[src/rtl/watches_pkg.sv]
// Shared types and limits for the watch time-setting logic.
package watches_pkg;

  typedef enum logic [1:0] {
    IDLE      = 2'd0,
    EDIT_HOUR = 2'd1,
    EDIT_MIN  = 2'd2,
    COMMIT    = 2'd3
  } set_state_t;

  localparam logic [4:0] HOUR_MAX = 5'd23;
  localparam logic [5:0] MIN_MAX  = 6'd59;

  localparam logic [1:0] FIELD_NONE = 2'd0;
  localparam logic [1:0] FIELD_HOUR = 2'd1;
  localparam logic [1:0] FIELD_MIN  = 2'd2;

  // Out-of-range values also wrap to 0, so a bad input can never leave the range.
  function automatic logic [4:0] next_hour(input logic [4:0] hour);
    return (hour >= HOUR_MAX) ? 5'd0 : hour + 5'd1;
  endfunction

  function automatic logic [5:0] next_min(input logic [5:0] min);
    return (min >= MIN_MAX) ? 6'd0 : min + 6'd1;
  endfunction

endpackage

[src/rtl/btn_debounce.sv]
// Synchroniser, counting debouncer and rising-edge press detector for one button.
module btn_debounce #(
  parameter int DB_TACTS = 4
) (
  input  logic clk_i,
  input  logic rst_i,
  input  logic btn_i,
  output logic press_o
);

  localparam int CNT_W = $clog2(DB_TACTS + 1);

  logic             sync_q1;
  logic             sync_q2;
  logic             level;
  logic             level_d;
  logic [CNT_W-1:0] cnt;

  always_ff @(posedge clk_i or negedge rst_i) begin
    if (!rst_i) begin
      sync_q1 <= 1'b0;
      sync_q2 <= 1'b0;
    end else begin
      sync_q1 <= btn_i;
      sync_q2 <= sync_q1;
    end
  end

  // Any return of the synced level to the debounced level restarts the count.
  always_ff @(posedge clk_i or negedge rst_i) begin
    if (!rst_i) begin
      cnt   <= '0;
      level <= 1'b0;
    end else if (sync_q2 == level) begin
      cnt <= '0;
    end else if (cnt == CNT_W'(DB_TACTS - 1)) begin
      cnt   <= '0;
      level <= sync_q2;
    end else begin
      cnt <= cnt + 1'b1;
    end
  end

  always_ff @(posedge clk_i or negedge rst_i) begin
    if (!rst_i) begin
      level_d <= 1'b0;
      press_o <= 1'b0;
    end else begin
      level_d <= level;
      press_o <= level & ~level_d;
    end
  end

endmodule

[src/rtl/watches_time_set.sv]
// Two-button time setting: mode steps hour -> minute -> commit, inc bumps the field.
module watches_time_set
  import watches_pkg::*;
#(
  parameter int CLK_FREQ    = 50,
  parameter int SIM         = 0,
  parameter int DEBOUNCE_MS = 20,
  parameter int TIMEOUT_S   = 10
) (
  input  logic       clk_i,
  input  logic       rst_i,
  input  logic       btn_mode_i,
  input  logic       btn_inc_i,
  input  logic [4:0] cur_hour_i,
  input  logic [5:0] cur_min_i,
  output logic       user_time_val_o,
  output logic [4:0] user_hour_o,
  output logic [5:0] user_min_o,
  output logic       edit_o,
  output logic [1:0] field_o
);

  localparam int DB_TACTS = (SIM != 0) ? DEBOUNCE_MS : CLK_FREQ * 1000 * DEBOUNCE_MS;
  localparam int TO_TACTS = (SIM != 0) ? TIMEOUT_S * CLK_FREQ : TIMEOUT_S * CLK_FREQ * 1000000;
  localparam int TO_W     = $clog2(TO_TACTS);

  logic            mode_press;
  logic            inc_press;
  set_state_t      state;
  set_state_t      state_nxt;
  logic [4:0]      shadow_hour;
  logic [4:0]      shadow_hour_nxt;
  logic [5:0]      shadow_min;
  logic [5:0]      shadow_min_nxt;
  logic [TO_W-1:0] to_cnt;
  logic [TO_W-1:0] to_cnt_nxt;
  logic            timeout;
  logic [1:0]      field_nxt;

  btn_debounce #(.DB_TACTS(DB_TACTS)) u_mode (
    .clk_i   (clk_i),
    .rst_i   (rst_i),
    .btn_i   (btn_mode_i),
    .press_o (mode_press)
  );

  btn_debounce #(.DB_TACTS(DB_TACTS)) u_inc (
    .clk_i   (clk_i),
    .rst_i   (rst_i),
    .btn_i   (btn_inc_i),
    .press_o (inc_press)
  );

  assign timeout = (to_cnt == TO_W'(TO_TACTS - 1));

  // Mode outranks inc, and any press outranks the timeout by restarting the count.
  always_comb begin
    state_nxt       = state;
    shadow_hour_nxt = shadow_hour;
    shadow_min_nxt  = shadow_min;
    to_cnt_nxt      = '0;
    case (state)
      IDLE: begin
        if (mode_press) begin
          state_nxt       = EDIT_HOUR;
          shadow_hour_nxt = (cur_hour_i > HOUR_MAX) ? 5'd0 : cur_hour_i;
          shadow_min_nxt  = (cur_min_i > MIN_MAX) ? 6'd0 : cur_min_i;
        end
      end
      EDIT_HOUR: begin
        if (mode_press) begin
          state_nxt = EDIT_MIN;
        end else if (inc_press) begin
          shadow_hour_nxt = next_hour(shadow_hour);
        end else if (timeout) begin
          state_nxt       = IDLE;
          shadow_hour_nxt = '0;
          shadow_min_nxt  = '0;
        end else begin
          to_cnt_nxt = to_cnt + 1'b1;
        end
      end
      EDIT_MIN: begin
        if (mode_press) begin
          state_nxt = COMMIT;
        end else if (inc_press) begin
          shadow_min_nxt = next_min(shadow_min);
        end else if (timeout) begin
          state_nxt       = IDLE;
          shadow_hour_nxt = '0;
          shadow_min_nxt  = '0;
        end else begin
          to_cnt_nxt = to_cnt + 1'b1;
        end
      end
      COMMIT: begin
        state_nxt = IDLE;
      end
      default: begin
        state_nxt = IDLE;
      end
    endcase
  end

  always_comb begin
    field_nxt = FIELD_NONE;
    case (state_nxt)
      EDIT_HOUR: field_nxt = FIELD_HOUR;
      EDIT_MIN:  field_nxt = FIELD_MIN;
      default:   field_nxt = FIELD_NONE;
    endcase
  end

  // Outputs are registered from the next state so they line up with the state itself.
  always_ff @(posedge clk_i or negedge rst_i) begin
    if (!rst_i) begin
      state           <= IDLE;
      shadow_hour     <= '0;
      shadow_min      <= '0;
      to_cnt          <= '0;
      user_time_val_o <= 1'b0;
      user_hour_o     <= '0;
      user_min_o      <= '0;
      edit_o          <= 1'b0;
      field_o         <= FIELD_NONE;
    end else begin
      state           <= state_nxt;
      shadow_hour     <= shadow_hour_nxt;
      shadow_min      <= shadow_min_nxt;
      to_cnt          <= to_cnt_nxt;
      user_time_val_o <= (state_nxt == COMMIT);
      if (state_nxt == COMMIT) begin
        user_hour_o <= shadow_hour_nxt;
        user_min_o  <= shadow_min_nxt;
      end
      edit_o  <= (state_nxt == EDIT_HOUR) || (state_nxt == EDIT_MIN);
      field_o <= field_nxt;
    end
  end

endmodule

[config.mk]
export PLATFORM = sky130hd
export DESIGN_NAME = watches_time_set
export DESIGN_NICKNAME = d
export VERILOG_FILES = /design/src/rtl/watches_pkg.sv /design/src/rtl/btn_debounce.sv /design/src/rtl/watches_time_set.sv
export SDC_FILE = /design/constraint.sdc
export NUM_CORES = 1
export LEC_CHECK = 0
export CELL_PAD_IN_SITES_DETAIL_PLACEMENT = 1
export CELL_PAD_IN_SITES_GLOBAL_PLACEMENT = 1
export CORE_AREA = 2 2 108 110
export CTS_CLUSTER_DIAMETER = 60
export DETAILED_ROUTE_END_ITERATION = 7
export DIE_AREA = 0 0 110 112
export GPL_ROUTABILITY_DRIVEN = 1
export MAX_ROUTING_LAYER = met4
export PLACE_DENSITY_LB_ADDON = 0.1
export SYNTH_ARGS = -nofsm -noshare
export SYNTH_HDL_FRONTEND = slang
export SYNTH_SLANG_ARGS = --single-unit
export TNS_END_PERCENT = 1
[constraint.sdc]
create_clock -name clk_i -period 7.25 [get_ports clk_i]
set_clock_uncertainty 0.2 [all_clocks]
set_input_delay 1.45 -clock clk_i [delete_from_list [all_inputs] [get_ports clk_i]]
set_output_delay 1.45 -clock clk_i [all_outputs]
set_load 0.01 [all_outputs]
[After elaboration in Yosys (flattened, before gate mapping)]
Index checks and enable logic that the tools add are counted.
Word-level totals
  register bits: 107
  output and inout port bits: 15
  logic and storage cells: 85
Cells by class
  add/sub/neg operators: 5
  magnitude comparators: 4
  equality and inequality tests: 11
  multiplexer cells: 33
  bitwise logic cells: 6
  reductions and logical operators: 5
Operator list (number)
  29-bit two-way mux: 4
  20-bit two-way mux: 4
  6-bit two-way mux: 8
  20-bit by 1-bit adder with 20-bit output (second input constant): 2
  20-bit equality test (second input constant): 2
  5-bit two-way mux: 8
  29-bit by 1-bit adder with 29-bit output (second input constant): 1
  29-bit equality test (second input constant): 1
  6-bit one-hot mux with 3 select lines: 1
  5-bit one-hot mux with 3 select lines: 1
  2-bit two-way mux: 5
  2-bit equality test (second input constant): 4
  2-bit one-hot mux with 4 select lines: 1
  6-bit by 1-bit adder with 6-bit output (second input constant): 1
  6-bit >= comparator (second input constant): 1
  6-bit greater-than comparator (second input constant): 1
  5-bit by 1-bit adder with 5-bit output (second input constant): 1
  5-bit >= comparator (second input constant): 1
  5-bit greater-than comparator (second input constant): 1
  2-bit by 1-bit equality test with 1-bit output (second input constant): 2
  1-bit inverter: 4
  2-bit one-hot mux with 2 select lines: 1
  2-bit AND reduction: 2
  1-bit AND: 2
  4 further kinds: 5

[Logic depth before layout (Yosys ltp)]
Gate-level depths: netlist (run 1).
  depth after elaboration: 7
  mapped depth: 12

[Modules after synthesis]
Synthesis (run 1) repeated with hierarchy kept, for this count alone.
Second synthesis, totals
  cells, all modules: 581
  area, all modules: 5659.2 um^2
Modules (own cells, without submodules)
  watches_time_set: instances 1, cells an instance 359, area each 3316.9 um^2, sequential area each 1426.4 um^2
  btn_debounce: instances 2, cells an instance 111, area each 1171.1 um^2, sequential area each 625.6 um^2

[Worst setup path after synthesis (run 1)]
OpenSTA, ideal clock, no wires.
  path kind: reg-to-reg
  start point: reg to_cnt[15]
  end point: reg user_min_o[2]
  arrival: 2.706 ns
  required time: 6.924 ns
  setup slack: 4.218 ns
  stages on the path, launching flop included: 11
  buffers on the path: 1
  path through: dfrtp_1 -> or4b_4 -> nor4_4 -> a21oi_1 -> o22ai_1 -> inv_1 -> ha_1 -> clkbuf_8 -> nand2_1 -> and2b_1 -> a311o_1
Between the ends
  longest elaborated chain between the ends: 6
  elaborated cells on any way between the ends: 13
Ends and longest elaborated chain
  from (decl): line watches_time_set.sv:35  | logic [TO_W-1:0] to_cnt;
  from (signal assigned): line watches_time_set.sv:130  | to_cnt <= to_cnt_nxt;
  29-bit equality test *: line watches_time_set.sv:54  | assign timeout = (to_cnt == TO_W'(TO_TACTS - 1));
  2-bit two-way mux: line watches_time_set.sv:75, watches_time_set.sv:88
  2-bit two-way mux: line watches_time_set.sv:73  | end else if (inc_press) begin
  2-bit two-way mux, on equally long branches: line watches_time_set.sv:84, watches_time_set.sv:71
  2-bit one-hot mux with 4 select lines: line watches_time_set.sv:62  | case (state)
  2-bit equality test: line watches_time_set.sv:132  | if (state_nxt == COMMIT) begin
  to (signal assigned): line watches_time_set.sv:134  | user_min_o <= shadow_min_nxt;
  to (decl): line watches_time_set.sv:18  | output logic [5:0] user_min_o,
Mark *: on every way between the ends. The rest lies on a longest branch, timed or not.
A chain may end at the register's enable or synchronous reset.

[Final worst setup path (run 1)]
  start point: reg to_cnt[0]
  end point: reg user_min_o[2]
Same word-level chain as after synthesis.

==> impl_metrics.sql, run 1 <==
INSERT INTO impl_metrics (metric_group, metric, value, unit) VALUES
('global_routing', 'maximum_number_of_pins_on_one_net_before_global_route_repair', '77', ''),
('layout', 'diodes', '0', ''),
('layout', 'syn_to_final_growth', '11.7', '%'),
('cts', 'postCtsSetupBuffers', '0', ''),
('power_and_ir_drop', 'clkPwrFrac', '43.4', '%'),
('global_routing', 'grt_pass1_wl', '21.6', 'mm'),
('floorplanning', 'design.core.area', '11200', 'sq um'),
('floorplanning', 'dieArea', '12300', 'sq um'),
('yosys', 'synth_edf_count', '0', ''),
('floorplanning', 'num_io_pins', '30', ''),
('critical_path', 'worstSetupEndpointType', 'flip-flop', ''),
('critical_path', 'crit_type', 'reg2reg', ''),
('timing', 'max-slew-margin-rel', '23.1', '%'),
('critical_path', 'regToRegEndpoint', 'user_min_o[2]$_DFFE_PN0N_', ''),
('timing', 'unrepaired_setup_endpoints_after_global_routing', 'false', ''),
('layout', 'final_layout_size_suffix_gt1_share', '5.30', '%'),
('cts', 'clk_pin_slew_worst_paths', '0.08', 'ns'),
('timing', 'setup-tns-final', '0', 'ns'),
('global_routing', 'grt_overflow', '0', ''),
('timing', 'hold-worst-slack', '0.154', 'ns'),
('cts', 'root_buffer', 'sky130_fd_sc_hd__clkbuf_16', ''),
('power_and_ir_drop', 'power.net_switching', '0.259', 'mW'),
('yosys', 'asyncSetResetFlopFracSynth', '100', '%'),
('yosys', 'synth_sequential_area_ratio', '48.8', '%'),
('yosys', 'synth_seq_cells', '107', ''),
('drt', 'total_number_of_vias', '4131', ''),
('floorplanning', 'placementRows', '39', ''),
('hold_path', 'hp-class', 'reg2reg', ''),
('power_and_ir_drop', 'pwr-share-comb', '2.7', '%'),
('power_and_ir_drop', 'power_density', '183', 'nW/um^2'),
('critical_path', 'worst_ep_arrival_time', '3.66', 'ns'),
('critical_path', 'setup.worst_path.start_class', 'flip-flop', ''),
('yosys', 'synth_top_cell_area_share', '48.8', '%'),
('yosys', 'syn_warnings', '0', ''),
('cts', 'numClockSinks', '107', ''),
('place', 'dp.final_hpwl', '8.64', 'mm'),
('yosys', 'synth_area_leaders', 'sky130_fd_sc_hd__dfrtp_1 49%, sky130_fd_sc_hd__xnor2_1 7.0%, sky130_fd_sc_hd__nor2_1 6.5%', ''),
('cts', 'tritoncts', 'built', ''),
('place', 'finalWeightedCongestion', '0.855', ''),
('timing', 'final_period_minus_worst_setup_slack', '3.62', 'ns'),
('power_and_ir_drop', 'sequentialPowerShare', '53.9', '%'),
('timing', 'final-hold-violation-count', '0', ''),
('run', 'cap_violations', '0', ''),
('place', 'numPortBuffers', '29', ''),
('drt', 'postRouteAntennaNets', '0', ''),
('critical_path', 'r2r_cells', '10', ''),
('critical_path', 'last_element_of_the_critical_path', 'user_min_o[2]$_DFFE_PN0N_', ''),
('floorplanning', 'dieHeight', '112', 'um'),
('cts', 'clk_path_buf_depth', '2', ''),
('yosys', 'dominant_cell_type_by_area_after_synthesis', 'sky130_fd_sc_hd__dfrtp_1', ''),
('yosys', 'syn-instance-count', '559', ''),
('timing', 'final-max-slew-violation-count', '0', ''),
('drt', 'dr.first_iter.drc_count', '189', ''),
('floorplanning', 'floorplan.die.width', '110', 'um'),
('power_and_ir_drop', 'power.share.switching', '23.2', '%'),
('outcome', 'outcome', 'finished, final reports clean', ''),
('layout', 'seqCellArea', '2680', 'sq um'),
('yosys', 'synthDistinctLibCells', '65', ''),
('drt', 'avgRoutedWirePerCell', '17.1', 'um'),
('cts', 'number_of_buffers_added_by_the_clock_tree_synthesis_step', '9', ''),
('drt', 'remaining_drc_errors', '0', ''),
('critical_path', 'setup.reg_to_reg.worst_slack', '3.63', 'ns'),
('global_routing', 'number_of_global_route_vias_before_repair', '4364', ''),
('yosys', 'syn_area_per_cell', '9.81', 'sq um'),
('cts', 'postCtsResizedCells', '0', ''),
('critical_path', 'critPathRequiredTime', '7.29', 'ns'),
('global_routing', 'grt_antenna_before_repair', '0', ''),
('critical_path', 'crit_fanout', '17', ''),
('power_and_ir_drop', 'power_leakage', '2.46', 'nW'),
('yosys', 'syn_nets', '586', ''),
('timing', 'worst-slew-pin-transition', '1.15', 'ns');
-- layout by cell type, fill, tap and decap left out, drive strengths merged, types with 3 or more instances in the layout --
cell type | netlist | layout
a21oi | 17 | 17
a31oi | 3 | 3
a32o | 4 | 4
and2 | 3 | 3
and3 | 7 | 7
and4 | 8 | 8
clkbuf | 15 | 10
clkdlybuf4s50 | 0 | 28
clkinv | 1 | 3
dfrtp | 107 | 107
ha | 12 | 12
inv | 22 | 26
mux2 | 3 | 3
nand2 | 36 | 36
nand2b | 3 | 3
nand3 | 31 | 31
nand3b | 3 | 3
nand4 | 16 | 16
nor2 | 95 | 95
nor2b | 5 | 5
nor3 | 18 | 18
nor4 | 15 | 15
o2111ai | 3 | 3
o211ai | 3 | 3
o21a | 4 | 4
o21ai | 11 | 11
o2bb2ai | 5 | 5
xnor2 | 44 | 44
xor2 | 23 | 23
-- worst min-delay path by stage --
stage / start / end / slack (ns) / depth (start not counted)
2_1_floorplan: u_inc.sync_q1$_DFF_PN0_ / u_inc.sync_q2$_DFF_PN0_ / 0.13 / 0
3_3_place_gp: u_inc.sync_q1$_DFF_PN0_ / u_inc.sync_q2$_DFF_PN0_ / 0.13 / 0
3_5_place_dp: u_inc.sync_q1$_DFF_PN0_ / u_inc.sync_q2$_DFF_PN0_ / 0.14 / 0
4_1_cts: u_inc.sync_q1$_DFF_PN0_ / u_inc.sync_q2$_DFF_PN0_ / 0.16 / 0
5_1_grt: u_inc.sync_q1$_DFF_PN0_ / u_inc.sync_q2$_DFF_PN0_ / 0.17 / 0
6_report: u_inc.sync_q1$_DFF_PN0_ / u_inc.sync_q2$_DFF_PN0_ / 0.15 / 0
-- synthesized netlist by cell type, drive strengths merged (3+ instances only) --
cell type  instances
dfrtp            107
nor2              95
xnor2             44
nand2             36
nand3             31
xor2              23
inv               22
nor3              18
a21oi             17
nand4             16
clkbuf            15
nor4              15
ha                12
o21ai             11
and4               8
and3               7
nor2b              5
o2bb2ai            5
a32o               4
o21a               4
a31oi              3
and2               3
buf                3
mux2               3
nand2b             3
nand3b             3
o2111ai            3
o211ai             3
-- per-layer routing --
metal	vias up	global-route usage, %	part of all wire, %
li1	1994	-	-
met1	2085	30.5	49
met2	39	34.9	47
met3	13	5.39	2.7
met4	0	5.65	1.2
met5	-	-	0
-- state kept, by name, indices dropped and copies added (netlist names), 2 cells and up --
| signal | cells |
|---|---|
| to_cnt | 29 |
| u_inc.cnt | 20 |
| u_mode.cnt | 20 |
| shadow_min | 6 |
| user_min_o | 6 |
| shadow_hour | 5 |
| user_hour_o | 5 |
| field_o | 2 |
| state | 2 |
-- stage by stage --
| stage | utilization (%) | area, sq um | setup slack, ns | instances | total power, mW |
|---|---|---|---|---|---|
| CTS | 54.8 | 6120 | 3.62 | 728 | 1.14 |
| finish | 54.8 | 6120 | 3.63 | 728 | 1.12 |
| floorplan | - | 5480 | 4.22 | 559 | 0.623 |
| detailed placement | 52.2 | 5830 | 3.62 | 712 | 0.647 |
| global route | 54.8 | 6120 | 3.30 | 728 | 1.16 |
| global placement | 52.2 | 5830 | 3.78 | 712 | 0.646 |
-- logic make-up (layout without fill, tap and decap cells) --
group / Yosys count / in the layout / share of synthesized area (%)
and+or+nand+nor: 255 / 255 / 23.9
buffers and inverters: 43 / 69 / 3.88
muxes: 3 / 3 / 0.616
DFF: 107 / 107 / 48.8
xor gates and xnor gates: 67 / 67 / 10.7
AOI/OAI and AO/OA: 72 / 72 / 9.29
adders and majority gates: 12 / 12 / 2.74
-- area by class of cell --
type | count | share of cell area, %
Timing Repair Buffer | 30 | 4.82
Sequential cell | 107 | 43.7
Inverter | 23 | 1.41
Clock buffer | 10 | 3.90
Multi-Input combinational cell | 409 | 42.3
Clock inverter | 6 | 0.879
Tap cell | 143 | 2.92
-- power by group through the flow --
stage | Sequential, mW | Combinational (mW) | Clock [mW]
6_report | 0.603 | 0.0305 | 0.486
3_5_place_dp | 0.615 | 0.0318 | 0
4_1_cts | 0.603 | 0.0320 | 0.501
2_1_floorplan | 0.615 | 0.00851 | 0
5_1_grt | 0.604 | 0.0354 | 0.525
3_3_place_gp | 0.615 | 0.0310 | 0
-- critical path, stage by stage (launching register included) --
cell                      delay (ns)
sky130_fd_sc_hd__dfrtp_1        0.40
sky130_fd_sc_hd__ha_1           0.20
sky130_fd_sc_hd__nand3_1        0.45
sky130_fd_sc_hd__nor4_4         0.53
sky130_fd_sc_hd__a21oi_1        0.13
sky130_fd_sc_hd__o22ai_1        0.29
sky130_fd_sc_hd__inv_1          0.11
sky130_fd_sc_hd__ha_1           0.44
sky130_fd_sc_hd__nand2_1        0.25
sky130_fd_sc_hd__and2b_1        0.20
sky130_fd_sc_hd__a311o_1        0.31
(Power assumes the default switching activity.)
==> run 2, diff against run 1 <==
- CORE_AREA: 2 2 108 110 -> 2 2 111 113
- DIE_AREA: 0 0 110 112 -> 0 0 113 115
- clock period: 7.25 -> 3.59 ns (I/O delays scaled with it)
==> run 2 against run 1 <==
Net effect: the flow now finishes with violations (DRC); combinational power up 110%; clock power up 110%; fmax up 7.8%; largest power group unchanged; wire length up 1.9%; sequential power up 100%; via count up 0.44%; sequential cell count unchanged; highest routed layer unchanged; critical endpoint unchanged; power up 110%; non-clock buffer count up 4.
==> impl_metrics.sql, run 2 (synthesis results as in run 1) <==
INSERT INTO impl_metrics (metric_group, metric, value, unit) VALUES
('outcome', 'outcome', 'finished with violations', ''),
('outcome', 'violations_in_the_final_reports', 'DRC', ''),
('power_and_ir_drop', 'sequentialPowerShare', '52.6', '%'),
('cts', 'htreeDepth', '3', ''),
('layout', 'syn_to_final_growth', '12.9', '%'),
('drt', 'dr.first_iter.drc_count', '218', ''),
('timing', 'achievable-frequency', '0.298', 'GHz'),
('critical_path', 'worst_ep_arrival_time', '3.41', 'ns'),
('cts', 'postCtsSetupBuffers', '0', ''),
('power_and_ir_drop', 'power.share.switching', '22.2', '%'),
('cts', 'clk_path_buf_depth', '2', ''),
('cts', 'postCtsResizedCells', '0', ''),
('drt', 'total_number_of_vias', '4149', ''),
('power_and_ir_drop', 'power_density', '375', 'nW/um^2'),
('drt', 'avgRoutedWirePerCell', '17.2', 'um'),
('power_and_ir_drop', 'clkPwrFrac', '44.7', '%'),
('layout', 'diodes', '0', ''),
('timing', 'setup_ws', '0.233', 'ns'),
('floorplanning', 'dieArea', '13000', 'sq um'),
('place', 'place_ws', '0.225', 'ns'),
('timing', 'setup-tns-final', '0', 'ns'),
('cts', 'number_of_buffers_added_by_the_clock_tree_synthesis_step', '9', ''),
('drt', 'routed_wirelength', '12.7', 'mm'),
('timing', 'worst-slew-pin-transition', '0.761', 'ns'),
('global_routing', 'grt_antenna_before_repair', '0', ''),
('power_and_ir_drop', 'post-layout-total-power', '2.32', 'mW'),
('floorplanning', 'num_io_pins', '30', ''),
('critical_path', 'crit_type', 'reg2reg', ''),
('critical_path', 'crit_fanout', '8', ''),
('global_routing', 'grt_overflow', '0', ''),
('layout', 'regMostFlops', 'to_cnt', ''),
('critical_path', 'setup.reg_to_reg.worst_slack', '0.23', 'ns'),
('cts', 'ctsHoldBuffers', '0', ''),
('power_and_ir_drop', 'power_leakage', '2.49', 'nW'),
('power_and_ir_drop', 'p_int', '1.80', 'mW'),
('timing', 'final.period_utilization', '93.5', '%'),
('timing', 'max-slew-margin-rel', '49.3', '%'),
('hold_path', 'hp-class', 'in2async', ''),
('place', 'finalWeightedCongestion', '0.839', ''),
('floorplanning', 'design.core.area', '11800', 'sq um'),
('timing', 'count_of_final_setup_violators', '0', ''),
('power_and_ir_drop', 'vdd_ir_drop_max', '517', 'uV'),
('floorplanning', 'floorplan.die.width', '113', 'um'),
('critical_path', 'setup.worst_path.start_class', 'flip-flop', ''),
('cts', 'clk_pin_slew_worst_paths', '0.07', 'ns'),
('floorplanning', 'dieHeight', '115', 'um'),
('layout', 'final_cell_mix', '107 x sky130_fd_sc_hd__dfrtp_1, 95 x sky130_fd_sc_hd__nor2_1, 44 x sky130_fd_sc_hd__xnor2_1', ''),
('layout', 'most_common_cell_after_layout_fill_and_taps_aside', 'sky130_fd_sc_hd__dfrtp_1', ''),
('timing', 'final_period_minus_worst_setup_slack', '3.36', 'ns'),
('power_and_ir_drop', 'pwr-share-comb', '2.7', '%'),
('drt', 'remaining_drc_errors', '1', ''),
('layout', 'number_of_flip_flops_under_the_largest_register_name', '29', ''),
('global_routing', 'global_route.usage.total', '21.7', '%'),
('drt', 'dr.pass1.iters', '6', ''),
('drt', 'post_drt_via_cell_ratio', '5.64', ''),
('cts', 'root_buffer', 'sky130_fd_sc_hd__clkbuf_16', ''),
('cts', 'clock_latency', '0.36', 'ns'),
('global_routing', 'number_of_global_route_vias_before_repair', '4313', ''),
('critical_path', 'worstSetupStartpoint', 'to_cnt[15]$_DFF_PN0_', ''),
('layout', 'design.final.nets', '611', ''),
('floorplanning', 'initial_cell_density_of_the_core', '46.4', '%'),
('drt', 'postRouteAntennaNets', '0', ''),
('floorplanning', 'placementRows', '40', ''),
('place', 'dp.final_hpwl', '8.86', 'mm'),
('critical_path', 'r2r_cells', '9', ''),
('cts', 'numClockSinks', '107', ''),
('global_routing', 'grt_pass1_wl', '21.7', 'mm'),
('run', 'cap_violations', '0', ''),
('timing', 'unrepaired_setup_endpoints_after_global_routing', 'false', ''),
('global_routing', 'maximum_number_of_pins_on_one_net_before_global_route_repair', '78', ''),
('critical_path', 'worst_r2r_startpoint', 'to_cnt[15]$_DFF_PN0_', ''),
('critical_path', 'regToRegEndpoint', 'user_min_o[2]$_DFFE_PN0N_', ''),
('layout', 'fill_cells', '1336', ''),
('power_and_ir_drop', 'power.net_switching', '0.514', 'mW'),
('critical_path', 'critPathRequiredTime', '3.64', 'ns'),
('cts', 'tritoncts', 'built', ''),
('layout', 'final_layout_size_suffix_gt1_share', '5.77', '%'),
('timing', 'final-hold-violation-count', '0', ''),
('critical_path', 'worstSetupEndpointType', 'flip-flop', ''),
('place', 'numPortBuffers', '29', ''),
('timing', 'final-max-slew-violation-count', '0', ''),
('layout', 'biggestRegsByFlops', 'to_cnt (29), u_inc.cnt (20), u_mode.cnt (20)', '');
## run 2: power by group through the flow
| stage | Clock, mW | Combinational [mW] | Sequential (mW) |
|---|---|---|---|
| floorplan | 0 | 0.0172 | 1.24 |
| global placement | 0 | 0.0648 | 1.24 |
| detailed placement | 0 | 0.0661 | 1.24 |
| CTS | 1.07 | 0.0659 | 1.22 |
| global route | 1.12 | 0.0727 | 1.22 |
| finish | 1.04 | 0.0632 | 1.22 |
## run 2: layer usage
layer,vias up,part of all wire [%],track usage (%)
met1,2083,47,27.9
met4,0,1.3,6.10
met3,16,3.9,6.06
met5,-,0,-
met2,47,48,33.9
li1,2003,-,-
## run 2: stage by stage
step	area [sq um]	utilization, %	hold WS [ns]	instances
after floorplan	5480	-	0.131	559
after detailed placement	5880	49.8	0.143	720
after global routing	6190	52.4	0.115	736
after global placement	5880	49.8	0.136	720
final	6190	52.4	0.0949	736
after CTS	6190	52.4	0.100	736
## run 2: area by class of cell
| type | instances | area, sq um | share of cell area, % |
|---|---|---|---|
| Clock buffer | 11 | 243 | 3.92 |
| Multi-Input combinational cell | 409 | 2590 | 41.9 |
| Tap cell | 147 | 184 | 2.97 |
| Sequential cell | 107 | 2680 | 43.3 |
| Inverter | 23 | 86.3 | 1.40 |
| Timing Repair Buffer | 34 | 338 | 5.46 |
| Clock inverter | 5 | 66.3 | 1.07 |
## run 2: worst max-delay path by stage
| stage | to | slack (ns) |
|---|---|---|
| after detailed placement | user_min_o[2]$_DFFE_PN0N_ | 0.23 |
| after global routing | user_min_o[2]$_DFFE_PN0N_ | 0.04 |
| final | user_min_o[2]$_DFFE_PN0N_ | 0.23 |
| after CTS | user_min_o[2]$_DFFE_PN0N_ | 0.22 |
| after floorplan | user_min_o[2]$_DFFE_PN0N_ | 0.56 |
| after global placement | user_min_o[2]$_DFFE_PN0N_ | 0.38 |
## run 2: critical path, cell delays in order (launching register included)
cell and delay (ns):
sky130_fd_sc_hd__dfrtp_1 0.45, sky130_fd_sc_hd__or4b_4 0.55, sky130_fd_sc_hd__nor4_4 0.46, sky130_fd_sc_hd__a21oi_1 0.13, sky130_fd_sc_hd__o22ai_1 0.30, sky130_fd_sc_hd__inv_1 0.13
sky130_fd_sc_hd__ha_1 0.34, sky130_fd_sc_hd__nand2_1 0.18, sky130_fd_sc_hd__and2b_1 0.19, sky130_fd_sc_hd__a311o_1 0.30
==> run 3, diff against run 2 <==
- CORE_AREA: 2 2 111 113 -> 2 2 108 110
- DIE_AREA: 0 0 113 115 -> 0 0 110 112
- DONT_BUFFER_PORTS: default -> 1
- HOLD_SLACK_MARGIN: default -> 0.12
==> run 3 against run 2 <==
Net effect: the flow now finishes without violations; sequential cell count is the same; combinational power shrank 28%; critical path depth is the same; wire length grew 1.4%; worst hold slack lost 0.00079 ns; first-iteration DRC count shrank 28%; critical path type unchanged; largest cell class unchanged; largest power group unchanged; highest routed layer unchanged.
==> impl_metrics.sql, run 3 (synthesis results as in run 1) <==
INSERT INTO impl_metrics (metric_group, metric, value, unit) VALUES
('timing', 'achievable-frequency', '0.294', 'GHz'),
('place', 'numPortBuffers', '0', ''),
('layout', 'number_of_flip_flops_under_the_largest_register_name', '29', ''),
('layout', 'multi_input_comb_area', '2590', 'sq um'),
('critical_path', 'worst_path_dominant_cell_family', 'simple AND/OR/NAND/NOR gates', ''),
('layout', 'final_cell_mix', '107 x sky130_fd_sc_hd__dfrtp_1, 95 x sky130_fd_sc_hd__nor2_1, 44 x sky130_fd_sc_hd__xnor2_1', ''),
('place', 'finalWeightedCongestion', '0.874', ''),
('global_routing', 'grt_pass1_wl', '22.1', 'mm'),
('outcome', 'outcome', 'finished, final reports clean', ''),
('critical_path', 'crit_path_max_incr_delay', '0.56', 'ns'),
('power_and_ir_drop', 'post-layout-total-power', '2.24', 'mW'),
('floorplanning', 'dieHeight', '112', 'um'),
('drt', 'dr.pass1.iters', '4', ''),
('timing', 'worst-slew-pin-transition', '0.789', 'ns'),
('global_routing', 'grt_overflow', '0', ''),
('power_and_ir_drop', 'power_density', '381', 'nW/um^2'),
('cts', 'htreeDepth', '3', ''),
('cts', 'root_buffer', 'sky130_fd_sc_hd__clkbuf_16', ''),
('layout', 'syn_to_final_growth', '7.37', '%'),
('drt', 'post_drt_via_cell_ratio', '5.78', ''),
('drt', 'postRouteAntennaNets', '0', ''),
('layout', 'regMostFlops', 'to_cnt', ''),
('critical_path', 'crit_type', 'reg2reg', ''),
('critical_path', 'crit_path_top_delay_cell', 'sky130_fd_sc_hd__or4b_4', ''),
('cts', 'clock_latency', '0.35', 'ns'),
('critical_path', 'critPathBufInv', '1', ''),
('timing', 'max-slew-margin-rel', '47.4', '%'),
('layout', 'fill_cells', '1221', ''),
('floorplanning', 'floorplan.die.width', '110', 'um'),
('power_and_ir_drop', 'pwr-share-comb', '2.0', '%'),
('power_and_ir_drop', 'power_leakage', '2.37', 'nW'),
('cts', 'number_of_buffers_added_by_the_clock_tree_synthesis_step', '9', ''),
('hold_path', 'hp-class', 'in2async', ''),
('global_routing', 'number_of_global_route_vias_before_repair', '4432', ''),
('drt', 'routed_wirelength', '12.9', 'mm'),
('timing', 'unrepaired_setup_endpoints_after_global_routing', 'false', ''),
('run', 'cap_violations', '0', ''),
('cts', 'tritoncts', 'built', ''),
('drt', 'avgRoutedWirePerCell', '18.3', 'um'),
('cts', 'numClockSinks', '107', ''),
('critical_path', 'crit_chain', 'or4b_4, nor4_4, a21oi_1, o22ai_1, inv_1, ha_1, nand2_1, and2b_1, a311o_1', ''),
('floorplanning', 'num_io_pins', '30', ''),
('drt', 'total_number_of_vias', '4062', ''),
('timing', 'final_period_minus_worst_setup_slack', '3.40', 'ns'),
('power_and_ir_drop', 'power.share.switching', '22.3', '%'),
('global_routing', 'maximum_number_of_pins_on_one_net_before_global_route_repair', '108', ''),
('layout', 'final_layout_size_suffix_gt1_share', '6.07', '%'),
('global_routing', 'global_route.usage.total', '23.7', '%'),
('timing', 'final-max-slew-violation-count', '0', ''),
('floorplanning', 'design.core.area', '11200', 'sq um'),
('critical_path', 'critPathRequiredTime', '3.62', 'ns'),
('timing', 'count_of_final_setup_violators', '0', ''),
('layout', 'diodes', '0', ''),
('timing', 'final-hold-violation-count', '0', ''),
('global_routing', 'grt_antenna_before_repair', '0', ''),
('floorplanning', 'initial_cell_density_of_the_core', '49.1', '%'),
('critical_path', 'worstSetupEndpointType', 'flip-flop', ''),
('power_and_ir_drop', 'clkPwrFrac', '43.6', '%'),
('critical_path', 'r2r_cells', '9', ''),
('critical_path', 'setup.worst_path.start_class', 'flip-flop', ''),
('critical_path', 'crit_fanout', '7', ''),
('power_and_ir_drop', 'vdd_ir_drop_max', '332', 'uV'),
('layout', 'biggestRegsByFlops', 'to_cnt (29), u_inc.cnt (20), u_mode.cnt (20)', ''),
('drt', 'remaining_drc_errors', '0', ''),
('layout', 'design.final.nets', '582', ''),
('critical_path', 'worst_ep_arrival_time', '3.43', 'ns'),
('power_and_ir_drop', 'p_int', '1.74', 'mW'),
('critical_path', 'timing.critical_path.depth', '9', ''),
('floorplanning', 'placementRows', '39', ''),
('power_and_ir_drop', 'power.net_switching', '0.500', 'mW'),
('layout', 'most_common_cell_after_layout_fill_and_taps_aside', 'sky130_fd_sc_hd__dfrtp_1', ''),
('timing', 'final.period_utilization', '94.7', '%'),
('cts', 'clk_path_buf_depth', '2', ''),
('timing', 'hold-worst-slack', '0.0941', 'ns'),
('timing', 'setup-tns-final', '0', 'ns'),
('power_and_ir_drop', 'sequentialPowerShare', '54.4', '%'),
('cts', 'postCtsSetupBuffers', '0', ''),
('floorplanning', 'dieArea', '12300', 'sq um'),
('drt', 'dr.first_iter.drc_count', '158', ''),
('layout', 'seqCellArea', '2680', 'sq um'),
('place', 'dp.final_hpwl', '8.79', 'mm'),
('cts', 'clk_pin_slew_worst_paths', '0.07', 'ns');
[run 3: what timing repair did]
action                                  4_1_cts  5_1_grt
endpoints found under the setup margin        0        0
hold endpoints to repair                    107        0
gates resized for setup                       0        0
hold buffers                                  1        0
[run 3: area by class of cell]
cell class	count	area share, %
sequential	107	45.5
multi-input combinational	409	44.0
clock buffer	11	4.29
tap	143	3.04
inverter	23	1.47
timing repair buffer	5	0.978
clock inverter	5	0.702
[run 3: per-stage QoR]
stage               cell area (sq um)  std cells  util, %  worst slack (ns)
finish                           5890        703     52.7             0.190
global route                     5890        703     52.7            0.0311
CTS                              5890        703     52.7             0.213
detailed placement               5560        686     49.8             0.223
global placement                 5560        686     49.8             0.462
floorplan                        5480        559        -             0.558
[run 3: layer usage]
layer | routed length (um) | GRT usage [%]
met1 | 5730 | 29.6
met2 | 6520 | 37.7
met3 | 380 | 4.98
met4 | 231 | 8.27
met5 | 0 | -
[run 3: worst paths after layout]
path                                          start                   endpoint  slack (ns)
max                            to_cnt[15]$_DFF_PN0_  user_min_o[2]$_DFFE_PN0N_        0.19
min                                           rst_i        to_cnt[7]$_DFF_PN0_        0.09
max reg2reg                    to_cnt[15]$_DFF_PN0_  user_min_o[2]$_DFFE_PN0N_        0.19
min reg2reg                u_mode.sync_q1$_DFF_PN0_   u_mode.sync_q2$_DFF_PN0_        0.16
max in group asynchronous                     rst_i    u_inc.cnt[12]$_DFF_PN0_        2.69
min in group clk_i         u_mode.sync_q1$_DFF_PN0_   u_mode.sync_q2$_DFF_PN0_        0.16
[run 3: power by group through the flow]
| stage | sequential [mW] | clock, mW | combinational [mW] |
|---|---|---|---|
| after floorplan | 1.24 | 0 | 0.0172 |
| after global placement | 1.24 | 0 | 0.0194 |
| after detailed placement | 1.24 | 0 | 0.0206 |
| after CTS | 1.22 | 1.01 | 0.0486 |
| after global routing | 1.22 | 1.05 | 0.0550 |
| final | 1.22 | 0.976 | 0.0455 |
[run 3: worst register-to-register path, cell delays in order (launching register included)]
cell and delay (ns):
sky130_fd_sc_hd__dfrtp_1 0.47, sky130_fd_sc_hd__or4b_4 0.56, sky130_fd_sc_hd__nor4_4 0.47, sky130_fd_sc_hd__a21oi_1 0.16, sky130_fd_sc_hd__o22ai_1 0.36, sky130_fd_sc_hd__inv_1 0.12, sky130_fd_sc_hd__ha_1 0.26, sky130_fd_sc_hd__nand2_1 0.16
sky130_fd_sc_hd__and2b_1 0.21, sky130_fd_sc_hd__a311o_1 0.32
